[src/rtl/reset_pkg.sv]
// Shared types and helpers for the staged reset release controller.
package reset_pkg;

    typedef enum logic [1:0] {
        HOLD = 2'd0,
        WAIT = 2'd1,
        DONE = 2'd2
    } state_e;

    // Counter must be able to hold the value TIMEOUT.
    function automatic int unsigned cnt_width(input int unsigned timeout);
        return $clog2(timeout + 1);
    endfunction

    function automatic bit params_ok(input int unsigned num_stages,
                                     input int unsigned stage_delay,
                                     input int unsigned timeout);
        return (num_stages >= 1) && (stage_delay >= 1) && (timeout >= stage_delay);
    endfunction

endpackage

[src/rtl/reset_stage_timer.sv]
// Saturating per-stage edge counter; flags describe the edge about to happen,
// so both outputs come straight from flops.
module reset_stage_timer
    import reset_pkg::*;
#(
    parameter int unsigned STAGE_DELAY = 16,
    parameter int unsigned TIMEOUT     = 1024
) (
    input  logic clk,
    input  logic rst_n,
    input  logic clear_i,
    output logic min_reached_o,
    output logic timed_out_o
);

    localparam int unsigned   CW      = cnt_width(TIMEOUT);
    localparam logic [CW-1:0] CNT_MAX = CW'(TIMEOUT);
    localparam logic          MIN_RST = (STAGE_DELAY <= 1);
    localparam logic          TO_RST  = (TIMEOUT == 1);

    logic [CW-1:0] cnt_q, cnt_d;
    logic          min_q, min_d;
    logic          to_q, to_d;

    // cnt_q = edges elapsed since entry; the next edge is number cnt_q+1.
    always_comb begin
        cnt_d = cnt_q;
        if (clear_i) begin
            cnt_d = '0;
        end else if (cnt_q != CNT_MAX) begin
            cnt_d = cnt_q + CW'(1);
        end
        min_d = ((32'(cnt_d) + 32'd1) >= STAGE_DELAY);
        to_d  = ((32'(cnt_d) + 32'd1) == TIMEOUT);
    end

    always_ff @(posedge clk or negedge rst_n) begin
        if (!rst_n) begin
            cnt_q <= '0;
            min_q <= MIN_RST;
            to_q  <= TO_RST;
        end else begin
            cnt_q <= cnt_d;
            min_q <= min_d;
            to_q  <= to_d;
        end
    end

    assign min_reached_o = min_q;
    assign timed_out_o   = to_q;

endmodule

[src/rtl/reset_sequencer.sv]
// Staged reset release controller: releases rst_n_out bits in order, gated by
// a minimum hold time and the previous stage's ready, bounded by a timeout.
module reset_sequencer
    import reset_pkg::*;
#(
    parameter int unsigned NUM_STAGES  = 4,
    parameter int unsigned STAGE_DELAY = 16,
    parameter int unsigned TIMEOUT     = 1024
) (
    input  logic                                clk,
    input  logic                                rst_n_in,
    input  logic                                sw_rst_req,
    input  logic [NUM_STAGES-1:0]               stage_done,
    output logic [NUM_STAGES-1:0]               rst_n_out,
    output logic                                seq_done,
    output logic [NUM_STAGES-1:0]               timeout_err,
    output logic [$clog2(NUM_STAGES+1)-1:0]     cur_stage
);

    localparam int unsigned SW = $clog2(NUM_STAGES + 1);

    if (!params_ok(NUM_STAGES, STAGE_DELAY, TIMEOUT)) begin : g_bad_params
        $error("reset_sequencer: illegal NUM_STAGES/STAGE_DELAY/TIMEOUT");
    end

    state_e                state_q, state_d;
    logic [SW-1:0]         stage_q, stage_d;
    logic [NUM_STAGES-1:0] rst_q, rst_d;
    logic [NUM_STAGES-1:0] terr_q, terr_d;
    logic                  seq_done_q, seq_done_d;

    logic                  clear_c;
    logic                  min_reached, timed_out;
    logic                  stage_ok_c;
    logic [NUM_STAGES-1:0] sel_mask_c, next_mask_c;

    reset_stage_timer #(
        .STAGE_DELAY (STAGE_DELAY),
        .TIMEOUT     (TIMEOUT)
    ) u_timer (
        .clk           (clk),
        .rst_n         (rst_n_in),
        .clear_i       (clear_c),
        .min_reached_o (min_reached),
        .timed_out_o   (timed_out)
    );

    // One-hot of the stage being waited on and of its successor.
    always_comb begin
        sel_mask_c  = '0;
        next_mask_c = '0;
        for (int unsigned i = 0; i < NUM_STAGES; i++) begin
            sel_mask_c[i]  = (stage_q == SW'(i));
            next_mask_c[i] = ((stage_q + SW'(1)) == SW'(i));
        end
    end

    assign stage_ok_c = min_reached && (|(stage_done & sel_mask_c));

    always_comb begin
        state_d    = state_q;
        stage_d    = stage_q;
        rst_d      = rst_q;
        terr_d     = terr_q;
        seq_done_d = seq_done_q;
        clear_c    = 1'b0;

        case (state_q)
            HOLD: begin
                if (min_reached) begin
                    state_d  = WAIT;
                    stage_d  = '0;
                    rst_d[0] = 1'b1;
                    clear_c  = 1'b1;
                end
            end
            WAIT: begin
                if (stage_ok_c || timed_out) begin
                    clear_c = 1'b1;
                    // A ready seen on the timeout edge still counts as a clean release.
                    if (!stage_ok_c) begin
                        terr_d = terr_q | sel_mask_c;
                    end
                    if (stage_q == SW'(NUM_STAGES - 1)) begin
                        state_d    = DONE;
                        stage_d    = SW'(NUM_STAGES);
                        seq_done_d = 1'b1;
                    end else begin
                        stage_d = stage_q + SW'(1);
                        rst_d   = rst_q | next_mask_c;
                    end
                end
            end
            DONE: begin
            end
            default: begin
                state_d = HOLD;
            end
        endcase

        // Software re-sequence overrides everything except the sticky timeout flags.
        if (sw_rst_req) begin
            state_d    = HOLD;
            stage_d    = '0;
            rst_d      = '0;
            seq_done_d = 1'b0;
            terr_d     = terr_q;
            clear_c    = 1'b1;
        end
    end

    always_ff @(posedge clk or negedge rst_n_in) begin
        if (!rst_n_in) begin
            state_q    <= HOLD;
            stage_q    <= '0;
            rst_q      <= '0;
            terr_q     <= '0;
            seq_done_q <= 1'b0;
        end else begin
            state_q    <= state_d;
            stage_q    <= stage_d;
            rst_q      <= rst_d;
            terr_q     <= terr_d;
            seq_done_q <= seq_done_d;
        end
    end

    assign rst_n_out   = rst_q;
    assign seq_done    = seq_done_q;
    assign timeout_err = terr_q;
    assign cur_stage   = stage_q;

endmodule
[config.mk]
export PLATFORM = sky130hd
export DESIGN_NAME = reset_sequencer
export DESIGN_NICKNAME = d
export VERILOG_FILES = /design/src/rtl/reset_pkg.sv /design/src/rtl/reset_stage_timer.sv /design/src/rtl/reset_sequencer.sv
export SDC_FILE = /design/constraint.sdc
export NUM_CORES = 1
export LEC_CHECK = 0
export BUFFER_PORTS_ARGS = -buffer_cell sky130_fd_sc_hd__buf_2
export CAP_MARGIN = 5
export CORE_ASPECT_RATIO = 1.25
export CORE_UTILIZATION = 30
export DETAILED_ROUTE_END_ITERATION = 6
export PLACE_DENSITY = 0.59
export RECOVER_POWER = 100
export SETUP_SLACK_MARGIN = 0.15
export SYNTH_ARGS = -nofsm -noshare
export SYNTH_HDL_FRONTEND = slang
export SYNTH_SLANG_ARGS = --single-unit
[constraint.sdc]
create_clock -name clk -period 1.9 [get_ports clk]
set_input_delay 0.19 -clock clk [delete_from_list [all_inputs] [get_ports clk]]
set_output_delay 0.19 -clock clk [all_outputs]
set_load 0.05 [all_outputs]
==> reports/qor.csv, run 1 <==
metric,value,unit
synth_xor_area_share,5.974,%
switching_share,22.98,%
first_pass_iters,4,
grt_pass1_vias,1338,
synth_most_common_cell,dfrtp_1,
gp_congestion,0.7622,
ios,19,
cp_common_cell,nand2_1,
power_switching,227.0,uW
die-area,5675,sq um
coreArea,5116,sq um
ant_nets,0,
criticalPathCategory,reg -> reg,
p_int,760.8,uW
drc,0,
htreeDepth,1,
cts.sinks,27,
finClkSkew,0.003723,ns
rr_startpoint,cur_stage[1],
tightest_slew,0.6831,ns
clock_latency,0.27,ns
drive_gt1_share,28.16,%
hpwl,2536,um
die_x,67.58,um
synth_compound_area_share,12.96,%
yosysTopAreaCellShare,41.89,%
nFillCells,526,
routed_wirelength,3469,um
fin_tns_setup,0,ns
muxShareOfSynthArea,2.172,%
die_h,83.98,um
cp.arrival,2.03,ns
met2_length,1814,um
grt_max_degree,28,
drt_iter0_drc,51,
syn-num-nets,188,
critPathMaxFanout,4,
synth_top_cells_by_area,"dfrtp_1 (42%), ha_1 (7.0%), a21oi_1 (4.3%)",
leakagePower,0.0009035,uW
crit_required,2.06,ns
cap_violations,0,
final_area,2001,sq um
rrSetupSlack,0.03,ns
hold_viol_final,0,
crit_path_cell_trace,buf_4 > ha_1 > ha_2 > nand2_1 > o21ai_1 > nand2_1 > a21oi_1 > or2_4 > mux2_4,
portBuffers,18,
cp_slowest_cell,dfrtp_2,
synthesis.area,1613,sq um
seqPwrFrac,59.4,%
grt_pass1_wl,5865,um
worstRegToRegCells,9,
critPathCaptureType,flop,
synth_cell_types,41,
synthAdderAreaFrac,6.982,%
dpl_cell_area,1866,sq um
yosys_warnings,0,
ys_top_cells_by_count,"dfrtp_1 (27), nor2_1 (15), a21oi_1 (14), nor3_1 (13), nand2_1 (11)",
endpoint,cur_stage[2],
comb_power_share,8.3,%
seqCellArea,678.2,sq um
max_stage_delay,0.44,ns
hold_class,in -> reg,
start_util,31.52,%
min_path_cells,2,
min_from,sw_rst_req,
cts_tree,done,
synth-seq-cells,27,
setup_viol,0,
track_usage,13.46,%
avgSynthCellArea,9.377,sq um
cts.clk_slew.worst_paths,0.09,ns
fmax,0.5355,GHz
vdd_drop_max,0.2021,mV
ys_seq_area_share,41.89,%
cts-buffers-inserted,3,
wl_met1,1530,um
antenna_found_initial,0,
multi_input_area,909.6,sq um
num_rows,29,
maxSlewViolCount,0,
vias,1298,
yosys.area.top_type,dfrtp_1,
min_period,1.868,ns
overflow,0,
async_flop_share,100.0,%
synthToLayoutAreaGrowth,24.05,%
nets,223,
synth_flop_cell,dfrtp_1,
rsz0062_at_grt,yes,
avgRoutedWirePerCell,12.94,um
synthCells,172,
via_per_inst,4.843,
cts-root-buf,clkbuf_8,
min_period_over_period,98.29,%
wl_met3,104,um
startpoint,cur_stage[1],
clk_path_buf_depth,2,
synth_top_family_by_area,simple AND/OR/NAND/NOR gates,
yosys.area_share.simple,23.43,%
clock_power_share,32.3,%
dr.max_layer_used,met4,
diodes,0,
cp-start-kind,flop,
r2r_end,cur_stage[2],
slew_headroom,54.46,%
outcome,"finished, final reports clean",
power_density,493.7,nW/um^2
synth_edf_count,0,
cell usage in the layout, fill, tap and decap left out, types with 3 or more instances in the layout:
cell type  instances
xnor2_1            8
buf_2              6
dfrtp_1           25
nor2_1             9
ha_1               5
nand3b_1           3
nor3_1            11
clkbuf_1          12
nand2b_1           6
xor2_1             3
nand2_1           11
nand3_1            3
inv_1              6
nor2_2             6
a21o_1             4
buf_4             21
clkbuf_8           3
nor2b_1            5
a21oi_1           13
area by class of cell:
type                    instances  share of cell area (%)
inverters                       8                   1.501
flip-flops and latches         27                   33.90
well taps                      62                   3.877
multi-input cells             125                   45.47
clock inverters                 1                  0.2502
clock buffers                   3                   2.064
repair buffers                 42                   12.95
state kept, by name, indices dropped and copies added, names as in the netlist:
signal                 count
cur_stage                  3
rst_n_out                  4
seq_done                   1
state_q                    2
timeout_err                4
u_timer.cnt_q             11
u_timer.min_reached_o      1
u_timer.timed_out_o        1
cells by family after synthesis:
kind of cell / after synthesis
AND/OR/NAND/NOR: 70
flip-flops: 27
AO/OA/AOI/OAI: 32
XOR/XNOR: 11
multiplexers: 3
buffers and inverters: 20
adder cells (fa/ha/maj): 9
timing repair:
action / in CTS / in global routing
setup endpoints to repair: 25 / 26
hold endpoints to repair: 27 / 0
setup buffers: 3 / 0
resized for setup: 9 / 8
cloned: 1 / 0
hold buffers: 1 / 0
pin swaps: 3 / 5
stage by stage:
step                      hold WS (ns)  total power, uW  setup WS (ns)  util, %  cells
after floorplan                -0.1056            641.0        -0.2574        -    172
after global placement          0.2472            670.6      -0.009231    36.46    259
after detailed placement        0.2513            671.4      -0.009322    36.46    259
after CTS                       0.2235             1014     -0.0006148    38.62    268
after global routing            0.2161             1056       -0.03728    39.10    268
final                           0.2355            987.8        0.03250    39.10    268
power groups by stage:
stage	Clock [uW]	Sequential [uW]	Combinational, uW
finish	319	587	81.7
global route	376	588	92.8
CTS	347	585	81.1
detailed placement	0	597	74.7
global placement	0	596	74.1
floorplan	0	595	46.1
worst min path at each step:
stage	endpoint	slack (ns)
2_1_floorplan	cur_stage[0]	-0.11
3_3_place_gp	rst_n_out[0]	0.25
3_5_place_dp	rst_n_out[0]	0.25
4_1_cts	seq_done	0.22
5_1_grt	state_q[1]	0.22
6_report	rst_n_out[0]	0.24
critical path, delay by kind of cell, from the launching register on:
family	cells	cell delay [ns]
fa+ha+maj	2	0.34
compound gates	2	0.14
buf+inv	1	0.14
mux	1	0.30
flops	1	0.44
simple gates	3	0.40
per-layer routing:
layer | GRT usage [%] | vias to the layer above
met5 | 0 | -
met4 | 4.255 | 0
met3 | 2.049 | 2
met2 | 24.84 | 20
met1 | 14.94 | 619
li1 | - | 657
(Power assumes the default switching activity.)
==> inputs of run 2 (changes only) <==
CORE_MARGIN = 2   (was default)
GPL_ROUTABILITY_DRIVEN = 0   (was default)
==> reports/qor.csv, run 2 (same netlist as run 1, synthesis figures left out) <==
metric,value,unit,change
nets,223,,unchanged
grt_pass1_vias,1331,,-0.52%
cts.clk_slew.worst_paths,0.10,ns,about the same
grt_pass1_wl,6016,um,+2.6%
hold_viol_final,0,,unchanged
dp.cells,257,,-0.77%
crit_required,2.06,ns,about the same
synthToLayoutAreaGrowth,25.60,%,
seqCellArea,678.2,sq um,unchanged
outcome,"finished, violations left",,
rsz0062_at_grt,yes,,
dp_slack,-0.06331,ns,-0.05399 ns
slew_headroom,55.34,%,+0.88 points
largest_register_ffs,11,,unchanged
via_per_inst,4.914,,+1.5%
layout_setup_ws,-0.03838,ns,-0.07088 ns
maxSlewViolCount,0,,unchanged
total_power,996.7,uW,+0.90%
critPathMaxFanout,4,,unchanged
min_from,sw_rst_req,,
portBuffers,18,,unchanged
leakagePower,0.0009086,uW,+0.57%
ios,19,,unchanged
critPathCaptureType,flop,,
cts.sinks,27,,unchanged
num_rows,29,,unchanged
htreeDepth,1,,unchanged
cp.arrival,2.10,ns,+0.07 ns
cts-buffers-inserted,3,,unchanged
criticalPathCategory,reg -> reg,,
grt_max_degree,28,,unchanged
finClkSkew,0.005300,ns,+0.001577 ns
min_period_over_period,102.0,%,+3.7 points
stdcell_count,268,,unchanged
diodes,0,,unchanged
nFillCells,509,,-3.2%
coreArea,5116,sq um,unchanged
multi_input_area,919.6,sq um,+1.1%
cts_tree,done,,
hold_class,in -> reg,,
hpwl,2549,um,+0.48%
hold_end,rst_n_out[0],,
clock_latency,0.27,ns,about the same
drt_iter0_drc,54,,+5.9%
antenna_found_initial,0,,unchanged
rr_startpoint,cur_stage[0],,
die-area,5982,sq um,+5.4%
power_density,492.0,nW/um^2,-0.35%
setup_viol,2,,+2
first_pass_iters,4,,unchanged
cap_violations,0,,unchanged
die_h,85.98,um,+2.4%
drive_gt1_share,30.10,%,+1.9 points
r2r_end,cur_stage[2],,
routed_wirelength,3548,um,+2.3%
cts-root-buf,clkbuf_8,,
rrSetupSlack,-0.04,ns,-0.07 ns
vdd_drop_max,0.2455,mV,+21%
startpoint,cur_stage[0],,
overflow,0,,unchanged
start_util,31.52,%,unchanged
clk_path_buf_depth,2,,unchanged
avgRoutedWirePerCell,13.24,um,+2.3%
track_usage,12.25,%,-1.2 points
layout_common_cells,"dfrtp_1 (25), buf_4 (20)",,
violations,negative setup slack,,
cp-start-kind,flop,,
die_x,69.58,um,+3.0%
min_path_cells,2,,unchanged
fmax,0.5159,GHz,-3.7%
vias,1317,,+1.5%
worstRegToRegCells,8,,-1
tightest_slew,0.6699,ns,-0.01321 ns
ant_nets,0,,unchanged
regMostFlops,u_timer.cnt_q,,
drc,0,,unchanged
min_period,1.938,ns,+0.07088 ns
mostFrequentLayoutCell,dfrtp_1,,
## run 2: worst max-delay path: stages (launching register included)
cell,delay (ns)
dfrtp_2,0.41
inv_2,0.07
ha_4,0.16
a222oi_1,0.33
o21ai_1,0.12
nand2_1,0.11
a21oi_2,0.06
or2_4,0.27
mux2_4,0.30
## run 2: metal layers
metal / vias to the layer above / global-route usage (%) / share of wire (%)
met2: 23 / 23.08 / 50
met3: 2 / 1.763 / 3.4
met4: 0 / 3.209 / 0.54
li1: 663 / - / -
met1: 629 / 14.47 / 46
met5: - / 0 / 0
## run 2: worst max-delay path by stage
stage	endpoint	slack, ns
final	cur_stage[2]	-0.04
after global routing	cur_stage[2]	-0.11
after CTS	cur_stage[2]	-0.02
after detailed placement	u_timer.min_reached_o	-0.06
after global placement	cur_stage[2]	0.005
after floorplan	cur_stage[2]	-0.26
## run 2: timing repair
action	in CTS	in global routing
hold buffers	1	0
gates cloned	1	0
endpoints found under the setup margin	25	27
pin swaps	3	2
setup buffers	5	0
resized for setup	21	3
hold endpoints to repair	27	0
## run 2: per-stage QoR
| step | util [%] | setup TNS (ns) | instance area (sq um) | hold slack, ns |
|---|---|---|---|---|
| after global routing | 39.59 | -1.138 | 2026 | 0.2368 |
| after CTS | 39.50 | -0.02423 | 2021 | 0.2222 |
| after detailed placement | 36.17 | -0.09167 | 1851 | 0.2504 |
| final | 39.59 | -0.03873 | 2026 | 0.2332 |
| after global placement | 36.17 | 0 | 1851 | 0.2511 |
| after floorplan | - | -1.715 | 1632 | -0.1056 |
## run 2: cell type report
cell class	count	share of cell area [%]
clock inverters	1	0.2471
inverters	8	1.482
clock buffers	3	2.038
well taps	62	3.830
flip-flops and latches	27	33.48
multi-input cells	125	45.40
repair buffers	42	13.53
## run 2: report_power, final
part | internal, uW | total, uW | switching, uW
sequential | 579 | 587 | 7.54
combinational | 37.5 | 85.7 | 48.2
clock | 147 | 324 | 178
==> inputs of run 3 (changes only) <==
SYNTH_HIERARCHICAL = 1   (was default)
==> reports/qor.csv, run 3 <==
metric,value,unit,change
ios,19,,unchanged
routed_wirelength,3901,um,+9.9%
finClkSkew,0.002076,ns,-0.003224 ns
cp.arrival,2.33,ns,+0.23 ns
yosys_warnings,6,,+6
synthesis.area,1568,sq um,-2.8%
die-area,5824,sq um,-2.6%
endpoint,u_timer/timed_out_o,,
violations,negative setup slack,,
fin_tns_setup,-0.4637,ns,-0.4250 ns
stdcell_count,281,,+4.9%
muxShareOfSynthArea,0.8779,%,-1.3 points
grt_max_degree,28,,unchanged
synth_most_common_cell,dfrtp_1,,
rsz0062_at_grt,yes,,
min_period_over_period,112.6,%,+11 points
slew_headroom,54.22,%,-1.1 points
vdd_drop_max,0.2244,mV,-8.6%
cts.clk_slew.worst_paths,0.09,ns,about the same
track_usage,13.90,%,+1.7 points
r2r_end,u_timer/timed_out_o,,
dp.cells,272,,+5.8%
grt_pass1_wl,6161,um,+2.4%
grt_pass1_vias,1442,,+8.3%
diodes,0,,unchanged
drt_iter0_drc,129,,+140%
fmax,0.4675,GHz,-9.4%
num_rows,29,,unchanged
setup_viol,2,,unchanged
htreeDepth,1,,unchanged
synth-seq-cells,27,,unchanged
ys_seq_area_share,43.10,%,+1.2 points
cts_tree,done,,
synth_cell_types,51,,+24%
dp_slack,-0.3005,ns,-0.2372 ns
layout_common_cells,"buf_4 (37), dfrtp_1 (24), nor2_1 (16), inv_1 (14), clkbuf_1 (11)",,
mostFrequentLayoutCell,buf_4,,
min_period,2.139,ns,+0.2008 ns
die_h,84.83,um,-1.3%
start_util,31.08,%,-0.44 points
via_per_inst,4.936,,+0.44%
yosys.area_share.simple,23.94,%,+0.51 points
synthToLayoutAreaGrowth,46.13,%,
synthCells,159,,-7.6%
synth_top_family_by_area,simple AND/OR/NAND/NOR gates,,
rr_startpoint,cur_stage[0],,
avgSynthCellArea,9.860,sq um,+5.2%
worstRegToRegCells,8,,unchanged
antenna_found_initial,0,,unchanged
startpoint,cur_stage[0],,
overflow,0,,unchanged
synth_compound_area_share,15.00,%,+2.0 points
ys_top_cells_by_count,"dfrtp_1 (27), nor2_1 (19), inv_1 (17), nand2_1 (10)",,
maxSlewViolCount,0,,unchanged
yosysTopAreaCellShare,43.10,%,+1.2 points
tightest_slew,0.6867,ns,+0.01681 ns
die_x,68.66,um,-1.3%
synth_top_cells_by_area,"dfrtp_1 (43%), ha_1 (6.4%), nor2_1 (4.5%)",,
drive_gt1_share,40.64,%,+11 points
hold_class,in -> reg,,
criticalPathCategory,reg -> reg,,
final_core_util,45.42,%,+5.8 points
drc,0,,unchanged
hpwl,2851,um,+12%
synth_xor_area_share,5.587,%,-0.39 points
avgRoutedWirePerCell,13.88,um,+4.9%
cap_violations,0,,unchanged
outcome,"finished, violations left",,
synthAdderAreaFrac,6.385,%,-0.60 points
cts-buffers-inserted,3,,unchanged
nFillCells,484,,-4.9%
largest_register_ffs,11,,unchanged
crit_required,2.09,ns,+0.03 ns
vias,1387,,+5.3%
regMostFlops,u_timer/cnt_q,,
cp-start-kind,flop,,
hold_viol_final,0,,unchanged
layout_setup_ws,-0.2392,ns,-0.2008 ns
cts.sinks,27,,unchanged
leakagePower,0.001033,uW,+14%
clock_latency,0.28,ns,about the same
synth_flop_cell,dfrtp_1,,
clk_path_buf_depth,2,,unchanged
yosys.area.top_type,dfrtp_1,,
rrSetupSlack,-0.24,ns,-0.20 ns
critPathMaxFanout,5,,+1
coreArea,5044,sq um,-1.4%
nets,235,,+5.4%
power_density,440.4,nW/um^2,-10%
ant_nets,0,,unchanged
async_flop_share,100.0,%,unchanged
portBuffers,18,,unchanged
first_pass_iters,4,,unchanged
critPathCaptureType,flop,,
syn-num-nets,174,,-7.4%
cts-root-buf,clkbuf_8,,
synth_edf_count,0,,unchanged
[run 3: metal layers]
layer | GRT usage [%] | wire [um]
met1 | 14.05 | 1462
met2 | 26.84 | 2236
met3 | 1.857 | 118
met4 | 5.818 | 84
met5 | 0 | 0
[run 3: worst max-delay path, stage by stage, from the launching register on]
cell,delay (ns)
dfrtp_4,0.54
ha_4,0.18
a22oi_2,0.23
o31ai_4,0.09
nor3_4,0.20
inv_2,0.08
nand2b_4,0.16
or4_4,0.42
nor3_1,0.16
[run 3: area by class of cell]
type | count | area (sq um) | area share [%]
clock buffers | 3 | 41.29 | 1.802
repair buffers | 59 | 397.9 | 17.37
flip-flops and latches | 27 | 681.9 | 29.77
well taps | 62 | 77.57 | 3.386
clock inverters | 1 | 5.005 | 0.2185
multi-input cells | 112 | 1021 | 44.57
inverters | 17 | 66.31 | 2.895
[run 3: worst min path at each step]
| stage | slack [ns] | startpoint | cells past startpoint | end |
|---|---|---|---|---|
| after global placement | 0.24 | rst_n_in | 1 | rst_n_out[0] |
| final | 0.34 | sw_rst_req | 4 | cur_stage[2] |
| after CTS | 0.30 | sw_rst_req | 4 | cur_stage[1] |
| after floorplan | -0.11 | rst_n_in | 0 | cur_stage[1] |
| after global routing | 0.36 | sw_rst_req | 4 | cur_stage[1] |
| after detailed placement | 0.25 | rst_n_in | 1 | rst_n_out[0] |
[run 3: timing repair]
item	4_1_cts	5_1_grt
hold buffers	1	0
hold endpoints to repair	27	0
buffers inserted	3	1
gates resized for setup	15	11
setup endpoints to repair	9	25
pin swaps	19	11
[run 3: per-stage QoR]
stage | power, uW | hold slack (ns) | cell area [sq um]
2_1_floorplan | 628.3 | -0.1056 | 1648
3_3_place_gp | 672.1 | 0.2397 | 2069
3_5_place_dp | 672.4 | 0.2498 | 2069
4_1_cts | 1032 | 0.3029 | 2230
5_1_grt | 1054 | 0.3605 | 2291
6_report | 1009 | 0.3423 | 2291
[run 3: kinds of logic after synthesis]
group,Yosys count
and+or+nand+nor,60
AOI/OAI and AO/OA,33
DFF,27
buffers and inverters,20
xor gates and xnor gates,10
adders and majority gates,8
muxes,1
[run 3: report_power, final]
group	switching (uW)	total, uW	internal [uW]
Combinational	50.6	88.9	38.3
Clock	187	334	147
Sequential	6.47	586	579
